<file path="config.mk">
export PLATFORM = sky130hd
export DESIGN_NAME = vga_vram_writer
export DESIGN_NICKNAME = d
export VERILOG_FILES = /design/src/rtl/vga_vram_writer.sv
export SDC_FILE = /design/constraint.sdc
export NUM_CORES = 1
export LEC_CHECK = 0
export BUFFER_PORTS_ARGS = -buffer_cell sky130_fd_sc_hd__buf_2
export CAP_MARGIN = 30
export CORE_MARGIN = 5
export CORE_UTILIZATION = 40
export CTS_CLUSTER_DIAMETER = 100
export DETAILED_ROUTE_END_ITERATION = 10
export HOLD_SLACK_MARGIN = 0.15
export PLACE_DENSITY = 0.68
export SETUP_SLACK_MARGIN = 0.15
export SKIP_LAST_GASP = 1
export SLEW_MARGIN = 15
export SYNTH_ARGS = -nofsm -noshare
export SYNTH_HDL_FRONTEND = slang
export SYNTH_SLANG_ARGS = --single-unit
export TNS_END_PERCENT = 1
</file>
<file path="constraint.sdc">
create_clock -name clk_50mhz -period 5.8 [get_ports clk_50mhz]
set_input_delay 0.58 -clock clk_50mhz [delete_from_list [all_inputs] [get_ports clk_50mhz]]
set_output_delay 0.58 -clock clk_50mhz [all_outputs]
set_load 0.02 [all_outputs]
</file>
<file path="src/rtl/vga_vram_writer.sv">
// vga_vram_writer: buffers CPU stores hitting the video window in a 4-word FIFO and serialises each word into four little-endian byte writes on VRAM port A.
// Ports: clk_50mhz/rst_n (async active-low); Memwrite/Addrin/BUS CPU store side;
// wr_stall/overflow/fifo_count status; vram_we/vram_addr/vram_din registered port-A write.
module vga_vram_writer #(
  parameter logic [31:0] VRAM_BASE  = 32'h0000_C000,
  parameter int          FIFO_DEPTH = 4
) (
  input  logic        clk_50mhz,
  input  logic        rst_n,
  input  logic        Memwrite,
  input  logic [31:0] Addrin,
  input  logic [31:0] BUS,
  output logic        wr_stall,
  output logic        overflow,
  output logic [2:0]  fifo_count,
  output logic        vram_we,
  output logic [11:0] vram_addr,
  output logic [7:0]  vram_din
);
  typedef enum logic {IDLE, EMIT} state_t;
  state_t      state, state_d;
  logic [41:0] mem [4];
  logic [41:0] head, hold;
  logic [1:0]  wr_ptr, rd_ptr, idx, idx_d;
  logic        hit, full, push, pop, we_d;
  logic [11:0] addr_d;
  logic [7:0]  din_d;
  logic        unused_ok;
  assign unused_ok = ^{Addrin[1:0], VRAM_BASE[11:0]};
  assign hit      = Memwrite && Addrin[31:12] == VRAM_BASE[31:12];
  assign full     = fifo_count == 3'(FIFO_DEPTH);
  assign push     = hit && !full;
  assign head     = mem[rd_ptr];
  assign wr_stall = full;
  always_ff @(posedge clk_50mhz or negedge rst_n)
    if (!rst_n) begin
      state <= IDLE;
      idx   <= 2'd0;
    end else begin
      state <= state_d;
      idx   <= idx_d;
    end
  // idx is the next byte to emit; byte 0 comes straight from the FIFO head on the
  // pop edge, so every edge while work remains produces one write with no bubble.
  always_comb begin
    state_d = state;
    idx_d   = idx;
    pop     = 1'b0;
    we_d    = 1'b0;
    addr_d  = vram_addr;
    din_d   = vram_din;
    if (state == IDLE) begin
      if (fifo_count != 3'd0) begin
        pop     = 1'b1;
        we_d    = 1'b1;
        addr_d  = {head[41:32], 2'd0};
        din_d   = head[7:0];
        idx_d   = 2'd1;
        state_d = EMIT;
      end
    end else begin
      we_d    = 1'b1;
      addr_d  = {hold[41:32], idx};
      din_d   = hold[{idx, 3'b000} +: 8];
      idx_d   = idx + 2'd1;
      state_d = idx == 2'd3 ? IDLE : EMIT;
    end
  end
  always_ff @(posedge clk_50mhz)
    if (push) mem[wr_ptr] <= {Addrin[11:2], BUS};
  always_ff @(posedge clk_50mhz or negedge rst_n)
    if (!rst_n) begin
      wr_ptr     <= 2'd0;
      rd_ptr     <= 2'd0;
      fifo_count <= 3'd0;
      hold       <= '0;
      overflow   <= 1'b0;
      vram_we    <= 1'b0;
      vram_addr  <= 12'd0;
      vram_din   <= 8'd0;
    end else begin
      if (push) wr_ptr <= wr_ptr + 2'd1;
      if (pop) begin
        rd_ptr <= rd_ptr + 2'd1;
        hold   <= head;
      end
      fifo_count <= fifo_count + 3'(push) - 3'(pop);
      if (hit && full) overflow <= 1'b1;
      vram_we   <= we_d;
      vram_addr <= addr_d;
      vram_din  <= din_d;
    end
endmodule

</file>
Word-level counts from Yosys, hierarchy flattened
Memory sizes are Yosys's and may differ from the RTL's.
Index checks and enable logic that the tools add are counted.
{"block": "op_classes", "addsub": 5, "n_eq_ne": 3, "n_shift": 1, "n_mux": 13, "n_reduce_logical": 6}
{"cell": "42-bit by 6-bit variable part select with 8-bit output", "n": 1}
{"cell": "12-bit 2-to-1 mux", "n": 2}
{"cell": "20-bit by 4-bit == test with 1-bit output (second input constant)", "n": 1}
{"cell": "8-bit 2-to-1 mux", "n": 2}
{"cell": "1-bit 2-to-1 mux", "n": 7}
{"cell": "2-bit by 1-bit adder with 2-bit output (second input constant)", "n": 3}
{"cell": "2-bit 2-to-1 mux", "n": 2}
{"cell": "3-bit by 1-bit adder with 3-bit output", "n": 1}
{"cell": "3-bit == test (second input constant)", "n": 1}
{"cell": "1-bit logical AND", "n": 3}
{"cell": "3-bit nonzero test", "n": 1}
{"cell": "3-bit by 1-bit subtractor with 3-bit output", "n": 1}
{"cell": "2-bit == test (second input constant)", "n": 1}
{"cell": "2-bit nonzero test", "n": 1}
{"cell": "1-bit logical NOT", "n": 1}
{"block": "totals", "register_bits": 74, "ramBits": 168, "input_bits": 67, "output_inout_bits": 26, "elab_cells": 39, "memories": 1}
{"memory": "mem", "words": 4, "word_bits": 42, "read_ports": 1, "rd_ports_with_merged_regs": 0, "wr": 1, "line_no": "22", "rtl": "logic [41:0] mem [4];"}

Logic depth before layout (Yosys ltp)
{"block": "logic_depth", "word_depth": 5, "ltp_mapped": 12, "depth_no_buf": 10}

Worst setup path after synthesis
No wires, ideal clock.
{"block": "synth_timing", "path_kind": "input to register", "startpoint": "in Addrin[23]", "endpoint": "mem mem[0][0] (enable)", "setup_time_ps": 404, "t_arrival_ps": 2405, "t_required_ps": 5396, "slack_ps": 2992, "cell_stages": 4, "cell_sequence": "nor4b_1 -> nand4_1 -> and4bb_2 -> and2_1"}
{"block": "synth_between", "elab_chain_len": 5}
{"element": "from (decl)", "line_no": "11", "rtl": "input logic [31:0] Addrin,"}
{"element": "20-bit by 4-bit == test with 1-bit output", "line_no": "30", "rtl": "assign hit = Memwrite && Addrin[31:12] == VRAM_BASE[31:12];"}
{"element": "1-bit logical AND", "line_no": "30"}
{"element": "1-bit logical AND", "line_no": "32", "rtl": "assign push = hit && !full;"}
{"element": "1-bit 2-to-1 mux", "line_no": "70", "rtl": "if (push) mem[wr_ptr] <= {Addrin[11:2], BUS};"}
{"element": "1-bit 2-to-1 mux (not written as such)", "line_no": "70"}
{"element": "to (decl)", "line_no": "22"}
No other way between the ends.

Final worst setup path
{"block": "layout_timing", "startpoint": "reg state", "endpoint": "reg fifo_count[2]"}
{"block": "layout_between", "elab_chain_len": 2}
{"element": "from (decl)", "line_no": "21", "rtl": "state_t state, state_d;"}
{"element": "from (signal assigned)", "line_no": "40", "rtl": "state <= state_d;"}
{"element": "1-bit 2-to-1 mux", "line_no": "52", "rtl": "if (state == IDLE) begin"}
{"element": "3-bit by 1-bit subtractor with 3-bit output", "line_no": "87", "rtl": "fifo_count <= fifo_count + 3'(push) - 3'(pop);"}
{"element": "to (signal assigned)", "line_no": "87"}
{"element": "to (decl)", "line_no": "15", "rtl": "output logic [2:0] fifo_count,"}
No other way between the ends.
A chain may end at the register's enable or synchronous reset.

==> metrics <==
leading register cell type out of synthesis sky130_fd_sc_hd__edfxtp_1; num ports 93; critical path arrival 3.38 ns; RSZ-0062 raised after global routing false; tightest slew margin relative to the limit 0.448; PortBufs 90; total routed wirelength 18200 µm; Final Max Tran Viols 0; number of max-cap violations 0; TritonCTS buffer count 24; worst setup margin 2.84 ns; most common library cell in the layout ignoring fill and taps sky130_fd_sc_hd__edfxtp_1; final setup violation count 0; GRT met2 Usage 0.243; Clock H-tree levels 1; time the worst path needs with I/O delays and setup 2.96 ns; antenna violations before repair 4; IR Drop Worst-Case VDD 0.000194 V; cell count of the worst hold path 1; worst slack after detailed placement 2.19 ns; worst setup slack for register-to-register paths 2.84 ns; Least-Margin Pin Slew 0.827 ns; result of the run finished clean; number of rows in the core area 55; final period utilization 0.511; CP Launch Type register; maximum clock skew at final layout 0.00995 ns; final hold vios 0; area of the die 0.0263 mm²; Overall Global Routing Usage 0.140; startpoint of the worst-slack reg-to-reg timing path state; cell area after synthesis 0.00926 mm²; via count of the first global-routing pass 5220; CTS Root Cell sky130_fd_sc_hd__clkbuf_16; layer with the highest usage after global routing met2; Worst Min Path Start BUS[13]; FF-to-FF path depth 9; met1 routing resource usage after global routing 0.181; Yosys Warn Count 0; Setup TNS 0 ns; effective utilization at floorplan 0.408; Post-CTS Resized 0; maximum count of clock buffers along a single path 3; global-route wire length before repair 29200 µm; share of synthesized registers carrying an async set or reset 0.306; width of the die 162 µm; top library cells by usage in the layout, fill and taps aside 168 x sky130_fd_sc_hd__edfxtp_1, 105 x sky130_fd_sc_hd__nand2_1, 89 x sky130_fd_sc_hd__buf_2; Global Route met3 Usage 0.0327; Clk Latency, worst-skew pair 0.50 ns; total number of nets in the final design 679; power density of the placed cells 471 mW/mm²; highest clock frequency the design can meet 338 MHz; average instance area after synthesis 18.3 µm²; number of enable-type register cells in the synthesized netlist 168; relative area change from synthesis to final layout 17.2%; clock transition time at the flip-flop clock pins of the worst setup and hold paths 0.06 ns; kind of end point of the critical path register; clk sink count 242; placer congestion estimate 0.728; area share of the largest cell type after synthesis 0.545; worst hold path class in -> reg; Synth Register Bits 242; gate count of the mapped netlist 506; register area share after synthesis 0.745; cells taking the most area after synthesis sky130_fd_sc_hd__edfxtp_1 55%, sky130_fd_sc_hd__dfrtp_1 20%, sky130_fd_sc_hd__mux4_2 10%; end point of the most critical hold path mem[2][13]; pin count of the biggest net entering global routing 75; worst reg2reg endpoint fifo_count[2]; DRC viols 0; cell type contributing the most total cell area after synthesis sky130_fd_sc_hd__edfxtp_1; vertical die dimension 162 µm; count of cell types in the netlist 37; violation count after the first detailed-routing iteration 307; overall via count from detail_route 4794; top fanout value on the critical path 44; number of nets produced by synthesis 581; leakage component of the power 4.24 nW; DR WL/cell 20.1 µm; required time of the critical path 6.22 ns; number of iterations in the first detailed-routing pass 5; number of vias per cell after detailed routing 5.29; fraction of final layout cells with drive strength greater than 1 0.305; kind of critical path reg -> reg; detailed placement HPWL 11000 µm; total inserted antenna cells 0; clock tree from TritonCTS done; antenna viol nets, final 0; core footprint 0.0227 mm²; grt ovf 0
-- state kept, by name (all words and copies together) (netlist names) --
signal      flops
vram_din        8
idx             2
hold           42
vram_addr      12
fifo_count      3
state           1
vram_we         1
overflow        1
rd_ptr          2
mem           168
wr_ptr          2
-- cell usage after synthesis (all sizes together) (5+ instances only) --
cell type,instances
a22oi,8
dfrtp,74
buf,20
nand2,105
xnor2,5
clkbuf,6
inv,8
and2,14
edfxtp,168
ha,7
a21o,10
mux4,50
a221o,10
-- how the worst max path moves through the flow --
stage,from,to,depth (start not counted)
floorplan,Addrin[23],mem[0][0],4
global placement,state,fifo_count[2],9
detailed placement,state,fifo_count[2],9
CTS,state,fifo_count[2],9
global route,state,fifo_count[2],9
finish,state,fifo_count[2],9
-- layout make-up --
class,count,area [µm²]
fillers,1871,11900
flip-flops and latches,242,6900
clock buffers,37,751
clock inverters,7,37.5
inverters,8,30.0
multi-input cells,230,2210
repair buffers,98,573
well taps,285,357
-- power breakdown --
group / internal (mW) / total [mW] / leakage [nW] / switching [mW]
sequential: 2.10 / 2.33 / 2.41 / 0.234
clock: 0.889 / 1.50 / 0.396 / 0.613
combinational: 0.642 / 1.28 / 1.43 / 0.636
total: 3.63 / 5.11 / 4.24 / 1.48
-- per-layer routing --
metal	share of wire	vias up	routed length [µm]
li1	-	2134	-
met1	0.42	2483	7580
met2	0.50	135	9170
met3	0.066	34	1200
met4	0.014	8	262
met5	0.0019	-	35
-- per-stage QoR --
step	hold slack [ns]	utilization	cell area [µm²]	instances	power, mW
finish	0.290	0.478	10900	907	5.11
floorplan	0.284	-	9260	506	3.28
global placement	0.455	0.439	9960	858	3.59
global route	0.269	0.478	10900	907	5.39
CTS	0.257	0.475	10800	904	5.16
detailed placement	0.462	0.441	10000	860	3.64
-- logic make-up after synthesis --
logic type,synth area share
AO/OA/AOI/OAI,0.0296
XOR/XNOR,0.00473
adder cells (fa/ha/maj),0.0116
buffers and inverters,0.0185
flip-flops,0.745
multiplexers,0.128
AND/OR/NAND/NOR,0.0629
-- worst max-delay path, cell delays in order (launching register included) --
cell,delay [ns]
sky130_fd_sc_hd__dfrtp_1,0.36
sky130_fd_sc_hd__buf_4,0.24
sky130_fd_sc_hd__or2_2,0.47
sky130_fd_sc_hd__inv_2,0.65
sky130_fd_sc_hd__ha_1,0.22
sky130_fd_sc_hd__inv_1,0.04
sky130_fd_sc_hd__ha_1,0.18
sky130_fd_sc_hd__fa_1,0.38
sky130_fd_sc_hd__xnor2_1,0.19
sky130_fd_sc_hd__xnor2_1,0.14
-- repair_timing --
action | in CTS | in global routing
buffers inserted | 0 | 0
hold buffers | 0 | 1
hold endpoints to repair | 0 | 12
Power figures use the tool's default switching activity.
